==> config.mk <==
export PLATFORM = sky130hd
export DESIGN_NAME = pip_reg_de_ctl
export DESIGN_NICKNAME = d
export VERILOG_FILES = /design/src/rtl/pip_pkg.sv /design/src/rtl/pip_field_reg.sv /design/src/rtl/pip_reg_de_ctl.sv
export SDC_FILE = /design/constraint.sdc
export NUM_CORES = 1
export LEC_CHECK = 0
export BUFFER_PORTS_ARGS = -buffer_cell sky130_fd_sc_hd__buf_4
export CAP_MARGIN = 20
export CORE_UTILIZATION = 30
export CTS_CLUSTER_DIAMETER = 80
export DETAILED_ROUTE_END_ITERATION = 6
export HOLD_SLACK_MARGIN = 0.1
export PLACE_DENSITY = 0.56
export SLEW_MARGIN = 25
export SYNTH_ARGS = -nofsm -noshare
export SYNTH_HDL_FRONTEND = slang
export SYNTH_SLANG_ARGS = --single-unit
==> constraint.sdc <==
create_clock -name clk_i -period 8 [get_ports clk_i]
set_clock_uncertainty 0.05 [all_clocks]
set_input_delay 1.6 -clock clk_i [delete_from_list [all_inputs] [get_ports clk_i]]
set_output_delay 1.6 -clock clk_i [all_outputs]
set_load 0.005 [all_outputs]
==> src/rtl/pip_pkg.sv <==
// Shared types and constants for the pipeline-register slice.
// Contents:
//   PIP_ALU_CTRL_W  - ALUControl width carried inside ctrl_e_t
//   RES_SRC_*       - writeback mux select encodings
//   ctrl_e_t        - execute-stage control bundle
//   CTRL_BUBBLE     - control value of a bubble (all zero, nothing written)
package pip_pkg;

    localparam int PIP_ALU_CTRL_W = 4;

    localparam logic [1:0] RES_SRC_ALU = 2'b00;
    localparam logic [1:0] RES_SRC_MEM = 2'b01;
    localparam logic [1:0] RES_SRC_PC4 = 2'b10;

    typedef struct packed {
        logic                      RegWrite;
        logic [1:0]                ResultSrc;
        logic                      MemWrite;
        logic                      Jump;
        logic                      Branch;
        logic [2:0]                Funct3;
        logic [PIP_ALU_CTRL_W-1:0] ALUControl;
        logic                      ALUSrc;
    } ctrl_e_t;

    localparam ctrl_e_t CTRL_BUBBLE = '0;

endpackage

==> src/rtl/pip_field_reg.sv <==
// Async-reset register for one field group of the D->E pipeline register.
// Ports:
//   clk_i  - clock, rising edge
//   rst_i  - async reset, active-high, clears q_o
//   en_i   - load d_i on the next edge
//   clr_i  - synchronous clear on the next edge, wins over en_i
//   d_i    - next value
//   q_o    - registered value
module pip_field_reg #(
    parameter int WIDTH = 1
) (
    input  logic             clk_i,
    input  logic             rst_i,
    input  logic             en_i,
    input  logic             clr_i,
    input  logic [WIDTH-1:0] d_i,
    output logic [WIDTH-1:0] q_o
);

    logic [WIDTH-1:0] q_q;
    logic [WIDTH-1:0] q_d;

    always_comb begin
        q_d = q_q;
        if (clr_i) begin
            q_d = '0;
        end else if (en_i) begin
            q_d = d_i;
        end
    end

    always_ff @(posedge clk_i or posedge rst_i) begin
        if (rst_i) begin
            q_q <= '0;
        end else begin
            q_q <= q_d;
        end
    end

    assign q_o = q_q;

endmodule

==> src/rtl/pip_reg_de_ctl.sv <==
// Decode->Execute pipeline register with stall (hold), flush (bubble insert)
// and a per-slot valid bit. Every output is a flop; no D->E combinational path.
// Per-edge priority: rst_i > flush_i > en_i.
// Optional macro PIP_PERF_CNT_EN adds saturating stall/flush counters;
// without it stall_cnt_o/flush_cnt_o are tied to zero and no counter flops exist.
// Ports:
//   clk_i, rst_i           - clock / async active-high reset
//   en_i, flush_i          - 1=load 0=hold / insert bubble
//   *D_i  -> *E_o          - decode-side inputs and their execute-side copies
//                            (valid, control, operands, immediate, PC, indices)
//   stall_cnt_o, flush_cnt_o - performance counters
// ALU_CTRL_WIDTH is expected to equal pip_pkg::PIP_ALU_CTRL_W, since the
// control bundle carries ALUControl at the package width.
module pip_reg_de_ctl
    import pip_pkg::*;
#(
    parameter int DATA_WIDTH     = 32,
    parameter int PC_WIDTH       = 32,
    parameter int REG_ADDR_WIDTH = 5,
    parameter int ALU_CTRL_WIDTH = PIP_ALU_CTRL_W,
    parameter int CNT_WIDTH      = 16
) (
    input  logic                      clk_i,
    input  logic                      rst_i,
    input  logic                      en_i,
    input  logic                      flush_i,

    input  logic                      ValidD_i,
    input  logic                      RegWriteD_i,
    input  logic [1:0]                ResultSrcD_i,
    input  logic                      MemWriteD_i,
    input  logic                      JumpD_i,
    input  logic                      BranchD_i,
    input  logic [2:0]                Funct3D_i,
    input  logic [ALU_CTRL_WIDTH-1:0] ALUControlD_i,
    input  logic                      ALUSrcD_i,
    input  logic [DATA_WIDTH-1:0]     RD1D_i,
    input  logic [DATA_WIDTH-1:0]     RD2D_i,
    input  logic [DATA_WIDTH-1:0]     ImmExtD_i,
    input  logic [PC_WIDTH-1:0]       PCD_i,
    input  logic [PC_WIDTH-1:0]       PCPlus4D_i,
    input  logic [REG_ADDR_WIDTH-1:0] RdD_i,
    input  logic [REG_ADDR_WIDTH-1:0] Rs1D_i,
    input  logic [REG_ADDR_WIDTH-1:0] Rs2D_i,

    output logic                      ValidE_o,
    output logic                      RegWriteE_o,
    output logic [1:0]                ResultSrcE_o,
    output logic                      MemWriteE_o,
    output logic                      JumpE_o,
    output logic                      BranchE_o,
    output logic [2:0]                Funct3E_o,
    output logic [ALU_CTRL_WIDTH-1:0] ALUControlE_o,
    output logic                      ALUSrcE_o,
    output logic [DATA_WIDTH-1:0]     RD1E_o,
    output logic [DATA_WIDTH-1:0]     RD2E_o,
    output logic [DATA_WIDTH-1:0]     ImmExtE_o,
    output logic [PC_WIDTH-1:0]       PCE_o,
    output logic [PC_WIDTH-1:0]       PCPlus4E_o,
    output logic [REG_ADDR_WIDTH-1:0] RdE_o,
    output logic [REG_ADDR_WIDTH-1:0] Rs1E_o,
    output logic [REG_ADDR_WIDTH-1:0] Rs2E_o,

    output logic [CNT_WIDTH-1:0]      stall_cnt_o,
    output logic [CNT_WIDTH-1:0]      flush_cnt_o
);

    localparam int CTRL_W = $bits(ctrl_e_t) + 1;
    localparam int DATA_W = 3 * DATA_WIDTH;
    localparam int PCS_W  = 2 * PC_WIDTH;
    localparam int IDX_W  = 3 * REG_ADDR_WIDTH;

    ctrl_e_t           ctrl_d;
    ctrl_e_t           ctrl_q;
    logic              valid_q;
    logic [CTRL_W-1:0] ctrl_vec_q;
    logic [DATA_W-1:0] data_vec_q;
    logic [PCS_W-1:0]  pc_vec_q;
    logic [IDX_W-1:0]  idx_vec_q;

    always_comb begin
        ctrl_d            = CTRL_BUBBLE;
        ctrl_d.RegWrite   = RegWriteD_i;
        ctrl_d.ResultSrc  = ResultSrcD_i;
        ctrl_d.MemWrite   = MemWriteD_i;
        ctrl_d.Jump       = JumpD_i;
        ctrl_d.Branch     = BranchD_i;
        ctrl_d.Funct3     = Funct3D_i;
        ctrl_d.ALUControl = PIP_ALU_CTRL_W'(ALUControlD_i);
        ctrl_d.ALUSrc     = ALUSrcD_i;
    end

    // Valid travels with the control group so a flush clears both together.
    pip_field_reg #(.WIDTH(CTRL_W)) u_ctrl_reg (
        .clk_i (clk_i),
        .rst_i (rst_i),
        .en_i  (en_i),
        .clr_i (flush_i),
        .d_i   ({ValidD_i, ctrl_d}),
        .q_o   (ctrl_vec_q)
    );

    pip_field_reg #(.WIDTH(DATA_W)) u_data_reg (
        .clk_i (clk_i),
        .rst_i (rst_i),
        .en_i  (en_i),
        .clr_i (flush_i),
        .d_i   ({RD1D_i, RD2D_i, ImmExtD_i}),
        .q_o   (data_vec_q)
    );

    pip_field_reg #(.WIDTH(PCS_W)) u_pc_reg (
        .clk_i (clk_i),
        .rst_i (rst_i),
        .en_i  (en_i),
        .clr_i (flush_i),
        .d_i   ({PCD_i, PCPlus4D_i}),
        .q_o   (pc_vec_q)
    );

    // Bubble clears Rd to x0 so the hazard unit sees no pending write.
    pip_field_reg #(.WIDTH(IDX_W)) u_idx_reg (
        .clk_i (clk_i),
        .rst_i (rst_i),
        .en_i  (en_i),
        .clr_i (flush_i),
        .d_i   ({RdD_i, Rs1D_i, Rs2D_i}),
        .q_o   (idx_vec_q)
    );

    assign {valid_q, ctrl_q} = ctrl_vec_q;

    assign ValidE_o      = valid_q;
    assign RegWriteE_o   = ctrl_q.RegWrite;
    assign ResultSrcE_o  = ctrl_q.ResultSrc;
    assign MemWriteE_o   = ctrl_q.MemWrite;
    assign JumpE_o       = ctrl_q.Jump;
    assign BranchE_o     = ctrl_q.Branch;
    assign Funct3E_o     = ctrl_q.Funct3;
    assign ALUControlE_o = ALU_CTRL_WIDTH'(ctrl_q.ALUControl);
    assign ALUSrcE_o     = ctrl_q.ALUSrc;

    assign {RD1E_o, RD2E_o, ImmExtE_o} = data_vec_q;
    assign {PCE_o, PCPlus4E_o}         = pc_vec_q;
    assign {RdE_o, Rs1E_o, Rs2E_o}     = idx_vec_q;

`ifdef PIP_PERF_CNT_EN
    logic [CNT_WIDTH-1:0] stall_cnt_q;
    logic [CNT_WIDTH-1:0] stall_cnt_d;
    logic [CNT_WIDTH-1:0] flush_cnt_q;
    logic [CNT_WIDTH-1:0] flush_cnt_d;

    // Both counters saturate at all-ones; only reset clears them.
    always_comb begin
        stall_cnt_d = stall_cnt_q;
        flush_cnt_d = flush_cnt_q;
        if (!flush_i && !en_i && (stall_cnt_q != '1)) begin
            stall_cnt_d = stall_cnt_q + CNT_WIDTH'(1);
        end
        if (flush_i && (flush_cnt_q != '1)) begin
            flush_cnt_d = flush_cnt_q + CNT_WIDTH'(1);
        end
    end

    always_ff @(posedge clk_i or posedge rst_i) begin
        if (rst_i) begin
            stall_cnt_q <= '0;
            flush_cnt_q <= '0;
        end else begin
            stall_cnt_q <= stall_cnt_d;
            flush_cnt_q <= flush_cnt_d;
        end
    end

    assign stall_cnt_o = stall_cnt_q;
    assign flush_cnt_o = flush_cnt_q;
`else
    assign stall_cnt_o = '0;
    assign flush_cnt_o = '0;
`endif

endmodule

After elaboration in Yosys (flattened, before gate mapping)
Index checks and enable logic that the tools add are counted.
Word-level totals
  register bits after elaboration: 190
  output and inout bits: 222
Cells by class
  mux-type cells: 8
  reductions and logical operators: 1
Operators by type and width (count)
  96-bit two-way mux: 2
  64-bit two-way mux: 2
  15-bit two-way mux: 4
  2-bit nonzero test: 1

Depth between registers and ports, before layout
  depth after elaboration: 2
  mapped depth: 5

Modules after synthesis
A second synthesis with hierarchy kept.
Unflattened totals
  cell total of the unflattened synthesis: 649
  area total of the unflattened synthesis: 8020.2 um^2
By module, submodules not included
  pip_field_reg (u_data_reg): instances 1, cells each 311, area an instance 3913.8 um^2
  pip_field_reg (u_pc_reg): instances 1, cells each 207, area an instance 2621.3 um^2
  pip_field_reg (u_ctrl_reg ...): instances 2, cells each 49, area an instance 620.6 um^2
  pip_reg_de_ctl: instances 1, cells each 33, area an instance 244.0 um^2

Least setup slack after synthesis
OpenSTA, ideal clock, no wires.
  kind: input to register
  from: input port en_i
  to: register u_ctrl_reg.q_q[0] (netlist: u_ctrl_reg.q_o[0])
  library setup time: 0.132 ns
  data arrival time: 2.277 ns
  setup slack: 5.541 ns
  stages on the path: 5
  path buffers: 3
  cells stage by stage: buf_4 > buf_6 > buf_6 > mux2i_1 > nor2_1
Between the ends
  longest elaborated chain between the ends: 1
RTL lines
  start, declared: RTL line pip_reg_de_ctl.sv:25  | input logic en_i,
  2-bit nonzero test (no line)
  end signal, assigned: RTL line pip_field_reg.sv:36  | q_q <= q_d;
  end, declared: RTL line pip_field_reg.sv:20  | logic [WIDTH-1:0] q_q;
No other way between the ends.
A chain may end at the register's enable or synchronous reset.

Final worst setup path
  from: input port en_i
  to: register u_data_reg.q_q[22] (netlist: u_data_reg.q_o[22])
Between the ends
  longest elaborated chain between the ends: 1
RTL lines (RTL line)
  2-bit nonzero test (no line)
  end signal, assigned: pip_field_reg.sv:36
  end, declared: pip_field_reg.sv:20
No other way between the ends.

==> impl_metrics.toml <==
[status]
run_status = "finished clean"

[grt]
grt_pass1_vias = 5660
antenna_found_initial = 0
grt.total_usage_pct = 15.2
grt_pass1_wl_mm = 31.6
grt.overflow.total = 0
grt_max_degree = 128

[power_and_ir_drop]
power_switching_uw = 583
cellInternalPower_uw = 1620
comb_power_share_pct = 14.6
leakagePower_uw = 0.00632
p_seq_share_pct = 47.4
swShare_pct = 26.5
vdd_ir_drop_max_v = 0.000128
powerDensity_nw_per_um2 = 193
clkPwrFrac_pct = 37.9

[setup_path]
cp-end-kind = "flop"
cp_slowest_cell = "buf_8"
critical_path.top_delay_family = "buffers and inverters"
cp.required_ns = 8.22
cp.depth = 4
cp_max_fo = 96
worstPathArrival_ns = 3.34
reg2reg_depth = 2
critical_path.startpoint_type = "input pin"
path_cells = "buf_8, buf_12, mux2i_1, nor2_1"
crit_buf_inv = 2
max_stage_delay_ns = 0.62
worst-setup-path-type = "input pin to flop"

[floorplanning]
design.core.area_um2 = 26000
num_rows = 59
dieWidth_um = 164
start_util_pct = 30.4
dieArea_um2 = 27000
ios = 416
die_y_um = 164

[clock_network]
root_buffer = "clkbuf_16"
cts_buffer_depth = 2
cts_hold_buf = 0
clk_transition_reported_paths_ns = 0.08
cts_resized = 0
cts_tree = "built"
cts_sinks = 190
insertion_delay_ns = 0.41
cts_buffers = 17
cts_setup_buffers = 0
htreeDepth = 4

[sta]
hold_viol = 0
min_period_ns = 3.12
rsz0062_at_grt = "false"
finalSetupViolations = 0
setup_tns_ns = 0
worstMarginPinSlew_ns = 1.04
final.period_utilization_pct = 39.0
drv_slew = 0
holdWs_ns = 0.473
max_slew_margin_pct = 31.0
fmax_mhz = 321

[min_path]
hold_path.class = "flop to flop"
hold_depth = 2

[placed_design]
io_buffers = 383
hpwl_mm = 14.6
place_inst = 1324
gp_congestion = 0.709

[logic_synthesis]
yosysWarnings = 0
synth-seq-cells = 190
avgSynthCellArea_um2 = 12.2
synth_cell_types = 9
synthCells = 646
seq_area_frac_synth_pct = 60.2
syn_area_um2 = 7900

[routing]
avgRoutedWirePerCell_um = 15.8
via_count = 5760
drc = 0
ant_nets = 0
wl_mm = 21.4
via_per_inst = 4.25
drtIter0Drc = 291
drtPass1Iterations = 4

[finish]
nNetsFinal = 1202
layoutNonFillerInstCount = 1356
layout-area-overhead-vs-synth_pct = 44.4
layout_common_cells = "buf_4, mux2i_1, nor2_1, dfrtp_1, conb_1"
nFillCells = 2517
antenna_cells = 0
drive_gt1_share_pct = 40.8
finish.utilization_pct = 43.9
layout_commonest_cell = "buf_4"

[run]
cap_violations = 0
## worst min-delay path, delay by kind of cell (launching register included)
family / cells / cell delay, ns
mux: 1 / 0.07
simple gates: 1 / 0.08
flops: 1 / 0.34
## kinds of logic after synthesis
logic type,share of synthesized area (%)
simple gates,9.02
mux,24.1
flops,60.2
other cells,0.0475
buf+inv,6.70
## power by group through the flow
| stage | logic, µW | clock network [µW] | registers (µW) |
|---|---|---|---|
| 6_report | 322 | 835 | 1040 |
| 5_1_grt | 356 | 896 | 1050 |
| 4_1_cts | 329 | 863 | 1040 |
| 3_5_place_dp | 329 | 0 | 1060 |
| 3_3_place_gp | 326 | 0 | 1060 |
| 2_1_floorplan | 149 | 0 | 1060 |
## synth_stat cells
master / number / area, µm²
inv_1: 1 / 3.75
mux2i_1: 190 / 1900
dfrtp_1: 190 / 4750
clkbuf_1: 15 / 56.3
buf_2: 6 / 30.0
conb_1: 1 / 3.75
buf_4: 42 / 315
buf_6: 11 / 124
nor2_1: 190 / 713
## final cells by class
type                            count  area (µm²)  share of cell area (%)
Sequential cell                   190        4750                    41.7
Timing Repair Buffer              386        2920                    25.6
Multi-Input combinational cell    412        2740                    24.0
Clock buffer                       20         447                    3.92
Tap cell                          335         419                    3.67
Clock inverter                     12         120                    1.05
Inverter                            1        11.3                  0.0987
## per-stage QoR
step                      power [µW]  instance area, µm²  setup WS [ns]
after global placement          1390               10800           4.46
final                           2200               11400           4.88
after detailed placement        1390               10800           4.45
after floorplan                 1210                8020           1.18
after CTS                       2240               11400           4.90
after global routing            2300               11400           4.75
## layer usage
layer / GRT usage [%] / vias to the layer above / wire [µm]
li1: - / 2787 / -
met4: 3.70 / 0 / 187
met5: 0 / - / 0
met3: 6.44 / 11 / 2400
met1: 19.4 / 2702 / 8970
met2: 23.6 / 260 / 9890
## final timing paths
check / slack [ns] / start / to
setup / recovery: 4.88 / en_i / u_data_reg.q_o[22]$_DFFE_PP0P_
hold / removal: 0.47 / u_data_reg.q_o[87]$_DFFE_PP0P_ / u_data_reg.q_o[87]$_DFFE_PP0P_
setup reg to reg: 7.20 / u_pc_reg.q_o[17]$_DFFE_PP0P_ / u_pc_reg.q_o[17]$_DFFE_PP0P_
hold reg to reg: 0.47 / u_data_reg.q_o[87]$_DFFE_PP0P_ / u_data_reg.q_o[87]$_DFFE_PP0P_
max in group asynchronous: 5.13 / rst_i / u_ctrl_reg.q_o[10]$_DFFE_PP0P_
min in group asynchronous: 1.32 / rst_i / u_data_reg.q_o[24]$_DFFE_PP0P_
## sequential cells by signal (all words and copies together) (netlist names)
| signal | count |
|---|---|
| u_data_reg.q_o | 96 |
| u_pc_reg.q_o | 64 |
| u_ctrl_reg.q_o | 15 |
| u_idx_reg.q_o | 15 |
Power figures use the tool's default switching activity.
